[config.mk]
export PLATFORM = sky130hd
export DESIGN_NAME = vga_timing_gen
export DESIGN_NICKNAME = d
export VERILOG_FILES = /design/src/rtl/vga_timing_gen.sv
export SDC_FILE = /design/constraint.sdc
export NUM_CORES = 1
export LEC_CHECK = 0
export CAP_MARGIN = 40
export CORE_MARGIN = 1
export CORE_UTILIZATION = 40
export CTS_BUF_LIST = sky130_fd_sc_hd__clkbuf_2 sky130_fd_sc_hd__clkbuf_4 sky130_fd_sc_hd__clkbuf_8
export DETAILED_ROUTE_END_ITERATION = 7
export HOLD_SLACK_MARGIN = 0.03
export PLACE_DENSITY_LB_ADDON = 0.12
export SLEW_MARGIN = 20
export SYNTH_ARGS = -nofsm -noshare
export SYNTH_HDL_FRONTEND = slang
export SYNTH_SLANG_ARGS = --single-unit
[constraint.sdc]
create_clock -name clk -period 1.8 [get_ports clk]
set_input_delay 0.27 -clock clk [delete_from_list [all_inputs] [get_ports clk]]
set_output_delay 0.27 -clock clk [all_outputs]
set_load 0.02 [all_outputs]
[src/rtl/vga_timing_gen.sv]
// VGA raster timing generator: pixel-rate tick, h/v counters, registered sync and blanked colour.
// x/y/active are combinational from the counters; registered outputs trail them by one tick.
module vga_timing_gen #(
    parameter int unsigned H_DISPLAY   = 640,
    parameter int unsigned H_FPORCH    = 16,
    parameter int unsigned H_SYNCPULSE = 96,
    parameter int unsigned H_BPORCH    = 48,
    parameter int unsigned V_DISPLAY   = 480,
    parameter int unsigned V_FPORCH    = 10,
    parameter int unsigned V_SYNCPULSE = 2,
    parameter int unsigned V_BPORCH    = 33,
    parameter bit          HSYNC_POL   = 1'b0,
    parameter bit          VSYNC_POL   = 1'b0,
    parameter int unsigned COLOR_W     = 1,
    parameter int unsigned CLK_DIV     = 2,
    localparam int unsigned H_TOTAL = H_DISPLAY + H_FPORCH + H_SYNCPULSE + H_BPORCH,
    localparam int unsigned V_TOTAL = V_DISPLAY + V_FPORCH + V_SYNCPULSE + V_BPORCH,
    localparam int unsigned HW      = $clog2(H_TOTAL),
    localparam int unsigned VW      = $clog2(V_TOTAL)
) (
    input  logic               clk,
    input  logic               rst_n,
    input  logic               en,
    input  logic [COLOR_W-1:0] r_in,
    input  logic [COLOR_W-1:0] g_in,
    input  logic [COLOR_W-1:0] b_in,
    output logic [HW-1:0]      x,
    output logic [VW-1:0]      y,
    output logic               active,
    output logic               hsync,
    output logic               vsync,
    output logic [COLOR_W-1:0] r,
    output logic [COLOR_W-1:0] g,
    output logic [COLOR_W-1:0] b,
    output logic               line_start,
    output logic               frame_start
);

    localparam int unsigned H_SYNC_START = H_DISPLAY + H_FPORCH;
    localparam int unsigned H_SYNC_END   = H_SYNC_START + H_SYNCPULSE;
    localparam int unsigned V_SYNC_START = V_DISPLAY + V_FPORCH;
    localparam int unsigned V_SYNC_END   = V_SYNC_START + V_SYNCPULSE;
    localparam int unsigned DW           = (CLK_DIV > 1) ? $clog2(CLK_DIV) : 1;

    logic [DW-1:0]      div_q, div_d;
    logic [HW-1:0]      h_q, h_d;
    logic [VW-1:0]      v_q, v_d;
    logic               hsync_q, hsync_d;
    logic               vsync_q, vsync_d;
    logic [COLOR_W-1:0] r_q, r_d;
    logic [COLOR_W-1:0] g_q, g_d;
    logic [COLOR_W-1:0] b_q, b_d;
    logic               line_q, line_d;
    logic               frame_q, frame_d;

    logic tick_c, h_last_c, v_last_c, active_c, h_win_c, v_win_c;

    // Decode of the current raster position; compared at 32 bits so sync-window ends never truncate.
    always_comb begin
        tick_c   = en && (32'(div_q) == CLK_DIV - 1);
        h_last_c = (32'(h_q) == H_TOTAL - 1);
        v_last_c = (32'(v_q) == V_TOTAL - 1);
        active_c = (32'(h_q) < H_DISPLAY) && (32'(v_q) < V_DISPLAY);
        h_win_c  = (32'(h_q) >= H_SYNC_START) && (32'(h_q) < H_SYNC_END);
        v_win_c  = (32'(v_q) >= V_SYNC_START) && (32'(v_q) < V_SYNC_END);
    end

    // Next state: everything advances on tick; markers drop on any non-tick cycle.
    always_comb begin
        div_d   = div_q;
        h_d     = h_q;
        v_d     = v_q;
        hsync_d = hsync_q;
        vsync_d = vsync_q;
        r_d     = r_q;
        g_d     = g_q;
        b_d     = b_q;
        line_d  = 1'b0;
        frame_d = 1'b0;

        if (en) begin
            div_d = tick_c ? '0 : div_q + DW'(1);
        end

        if (tick_c) begin
            hsync_d = h_win_c ? HSYNC_POL : ~HSYNC_POL;
            vsync_d = v_win_c ? VSYNC_POL : ~VSYNC_POL;
            r_d     = active_c ? r_in : '0;
            g_d     = active_c ? g_in : '0;
            b_d     = active_c ? b_in : '0;
            line_d  = (h_q == '0);
            frame_d = (h_q == '0) && (v_q == '0);
            if (h_last_c) begin
                h_d = '0;
                v_d = v_last_c ? '0 : v_q + VW'(1);
            end else begin
                h_d = h_q + HW'(1);
            end
        end
    end

    always_ff @(posedge clk or negedge rst_n) begin
        if (!rst_n) begin
            div_q   <= '0;
            h_q     <= '0;
            v_q     <= '0;
            hsync_q <= ~HSYNC_POL;
            vsync_q <= ~VSYNC_POL;
            r_q     <= '0;
            g_q     <= '0;
            b_q     <= '0;
            line_q  <= 1'b0;
            frame_q <= 1'b0;
        end else begin
            div_q   <= div_d;
            h_q     <= h_d;
            v_q     <= v_d;
            hsync_q <= hsync_d;
            vsync_q <= vsync_d;
            r_q     <= r_d;
            g_q     <= g_d;
            b_q     <= b_d;
            line_q  <= line_d;
            frame_q <= frame_d;
        end
    end

    assign x           = h_q;
    assign y           = v_q;
    assign active      = active_c;
    assign hsync       = hsync_q;
    assign vsync       = vsync_q;
    assign r           = r_q;
    assign g           = g_q;
    assign b           = b_q;
    assign line_start  = line_q;
    assign frame_start = frame_q;

endmodule

# After elaboration in Yosys (flattened, before gate mapping)
# Cells that the tools add are included.
# op_classes
muxes	10
n_addsub	3
n_reduce_logical	8
magnitude_cmp	6
n_eq_ne	2
# op_table
op	n
$add A10 B1 Y10 const B	2
$eq A10 B10 Y1 const B	2
$logic_not A10 Y1	2
$lt A10 B10 Y1 const B	2
$lt A10 B9 Y1 const B	2
$mux W10	2
$ge A10 B10 Y1 const B	1
$ge A10 B9 Y1 const B	1
$mux W1	8
$logic_and A1 B1 Y1	5
$reduce_and A2 Y1	1
$add A1 B1 Y1 const B	1
# totals
register_bits	28
in_bits	6
out_inout_bits	28

# Depth between registers and ports, before layout
# depth
depth_word	3
ltp_mapped	6
mapped_depth_nobuf	6

# Least setup slack after synthesis
# OpenSTA, ideal clock, no wires.
# synth_path
path_kind	flip-flop to flip-flop
startpoint	register h_q[6] (netlist: x[6])
endpoint	register v_q[9] (netlist: y[9])
path_stages_with_launch	7
path_slack_ns	-0.098
t_arrival_ns	1.765
n_path_buf	2
setup_ns	0.133
t_required_ns	1.667
cell_sequence	dfrtp_1 > or2_1 > buf_6 > or4_1 > buf_2 > o31ai_2 > o21ai_1
# synth_between
elab_chain_len	2
# synth_lines
item	line	source
from (decl)	46	logic [HW-1:0] h_q, h_d;
from (signal assigned)	105	h_q <= '0;
from (signal assigned)	116	h_q <= h_d;
$eq A10 B10 Y1	61	h_last_c = (32'(h_q) == H_TOTAL - 1);
$reduce_and A2 Y1 (no line)	--	
to (signal assigned)	117	v_q <= v_d;
to (decl)	47	logic [VW-1:0] v_q, v_d;
# No other way between the ends.
# A chain may end at the register's enable or synchronous reset.

# Worst setup path after layout
# layout_path
startpoint	register h_q[1] (netlist: x[1])
endpoint	register v_q[7] (netlist: y[7])
# The elaborated chain is that of the path after synthesis.

==> impl_metrics.ini <==
[outcome]
outcome = finished clean

[global_route]
grt.total_usage_pct = 19.59
grt_pass1_vias = 1292
grt_first_pass_wirelength_mm = 6.113
grt-ovfl-total = 0
antenna_found_initial = 0
grt_max_degree = 29

[logic_synthesis]
synth-edff-count = 0
synth_seq_area_share_pct = 47.27
synth_ff_type = dfrtp_1
async_flop_share_pct = 100.0
yosysUniqueCellTypes = 46
avgSynthCellArea_sq_um = 10.63
yosys_register_bits = 28
synth_cells = 140
syn_area_sq_mm = 0.001488
yosys_warnings = 0
syn_nets = 150

[final_layout]
synthToLayoutAreaGrowth_pct = 44.15
layout_commonest_cell = clkdlybuf4s50_1
layout.nets = 214
final_cell_mix = clkdlybuf4s50_1 (32), buf_4 (31), dfrtp_1 (23), nand2_1 (15), nor2_1 (10)
n_fill_cell = 300
drive_above_1_share_pct = 27.09
diodes = 0

[clock_network]
root_buffer = clkbuf_8
cts_max_level = 1
clock_latency_ns = 0.27
cts.clk_slew.worst_paths_ns = 0.10
ctsHoldBuffers = 0
cts_buffer_depth = 2
cts_tree = done
cts_buffers = 3
numClockSinks = 28

[setup_path]
crit_required_ns = 1.99
crit_arrival_ns = 1.92
r2r_slack_ns = 0.07
crit_path_start_kind = flip-flop
rr_endpoint = y[7]$_DFFE_PN0P_
rr_worst_depth = 6
crit_type = flip-flop to flip-flop
path_max_fanout = 7
cp-end-kind = flip-flop
reg2reg_from = x[1]$_DFFE_PN0P_

[die]
core_area_sq_mm = 0.003442
ios = 34
die_width_um = 62.99
die_area_sq_mm = 0.003967
placementRows = 21
start_util_pct = 43.22
die_h_um = 62.99

[power_and_ir_drop]
vdd_drop_max_uv = 727.9
switchingPower_uw = 785.6
p_clk_share_pct = 17.4
power_frac_seq_pct = 40.6
comb_power_share_pct = 42.1
p_int_mw = 1.451
power_density_mw_per_mm2 = 1043
p_leak_nw = 0.9695
switching_share_pct = 35.12

[sta]
tns_ns = 0
slew_headroom_pct = 74.25
min_period_ns = 1.729
hold_ws_ns = 0.3726
setup_violations = 0
slew_violations = 0
skew_ns = 0.005098
max_slew.worst_pin.slew_ns = 0.3834
finalCritPeriodShare_pct = 96.04
max_freq_ghz = 0.5785
finalHoldViolCount = 0

[detailed_routing]
drt-wirelength-per-cell_um = 14.16
drtIter0Drc = 32
drc = 0
vias = 1238
viasPerCell = 4.972
firstDrtPassIters = 4
ant_nets = 0
routed_wl_mm = 3.525

[placement]
placement.io_buffers = 33
dp_hpwl_mm = 2.607
place.gp.congestion = 0.8580

[hold_path]
hold_path.class = primary input to async pin

[job]
maxCapViolCount = 0
## worst max-delay path, stage by stage (launching register included)
cell and delay, ns:
dfrtp_1 0.42, ha_4 0.16, nand3_1 0.10, buf_6 0.15
nor4_4 0.41, and4b_1 0.26, xor2_1 0.15
## cells in the mapped netlist, types with 3 or more instances
cell type   n  share of area (%)
nor3_1      4                1.3
a22o_1      3                1.8
dfrtp_1    26                 44
nand3_1     5                1.7
o21ai_0     5                1.7
nor2_1     10                2.5
xor2_1      6                3.5
nand2_1    15                3.8
nor4_1      3                1.3
and4_1      3                1.8
ha_1        4                3.4
inv_1       5                1.3
xnor2_1     5                2.9
nand4_1     6                2.5
## flip-flops by register name, indices dropped and copies added, names as in the netlist
register / flops
b: 1
div_q: 1
frame_start: 1
g: 1
hsync: 1
line_start: 1
r: 1
vsync: 1
x: 10
y: 10
## metal layers
metal  GRT usage [%]  share of wire, %  up-vias
met2           31.99                48       34
li1                -                 -      629
met4           5.233              0.34        0
met5               0                 0        -
met1           26.78                47      573
met3           3.102               4.1        2
## logic make-up (layout without fill, tap and decap cells)
| family | count (synthesis) | in the layout | share of synthesized area, % |
|---|---|---|---|
| AND/OR/NAND/NOR | 62 | 62 | 24.90 |
| adder cells (fa/ha/maj) | 4 | 4 | 3.364 |
| AO/OA/AOI/OAI | 21 | 21 | 10.35 |
| XOR/XNOR | 11 | 11 | 6.476 |
| multiplexers | 3 | 3 | 2.187 |
| flip-flops | 28 | 28 | 47.27 |
| buffers and inverters | 11 | 74 | 5.466 |
## through the flow
step	util (%)	area (sq um)	power [mW]	instances	setup WS, ns
after floorplan	-	1496	1.424	140	-0.03837
after global placement	58.56	2016	1.757	239	-0.04971
after detailed placement	58.56	2016	1.779	239	-0.09330
after CTS	60.12	2069	2.175	243	0.06915
after global routing	62.30	2145	2.391	249	-0.002653
final	62.30	2145	2.237	249	0.07135
## how the worst max path moves through the flow
| stage | from | endpoint | cells past startpoint |
|---|---|---|---|
| floorplan | x[5]$_DFFE_PN0P_ | y[9]$_DFFE_PN0P_ | 6 |
| global placement | en | y[9]$_DFFE_PN0P_ | 5 |
| detailed placement | en | y[7]$_DFFE_PN0P_ | 6 |
| CTS | x[7]$_DFFE_PN0P_ | active | 3 |
| global route | x[0]$_DFFE_PN0P_ | y[7]$_DFFE_PN0P_ | 6 |
| finish | x[1]$_DFFE_PN0P_ | y[7]$_DFFE_PN0P_ | 6 |
## power by group through the flow
stage	logic [mW]	clock network (mW)	registers [mW]
finish	0.941	0.389	0.907
global route	1.03	0.434	0.929
CTS	0.869	0.402	0.904
detailed placement	0.864	0	0.916
global placement	0.851	0	0.906
floorplan	0.377	0	1.05
## cell type report
class | count | area, sq um | share of cell area (%)
clock buffer | 4 | 55.05 | 2.567
tap | 46 | 57.56 | 2.684
timing repair buffer | 65 | 574.3 | 26.78
inverter | 5 | 18.77 | 0.8751
multi-input combinational | 101 | 732.0 | 34.13
sequential | 28 | 706.9 | 32.96
## timing repair
item	CTS	global route
pin swaps	0	3
setup endpoints to repair	1	6
gates resized for setup	1	6
setup buffers	0	6
Note: power is estimated with default switching activity, not from simulation.
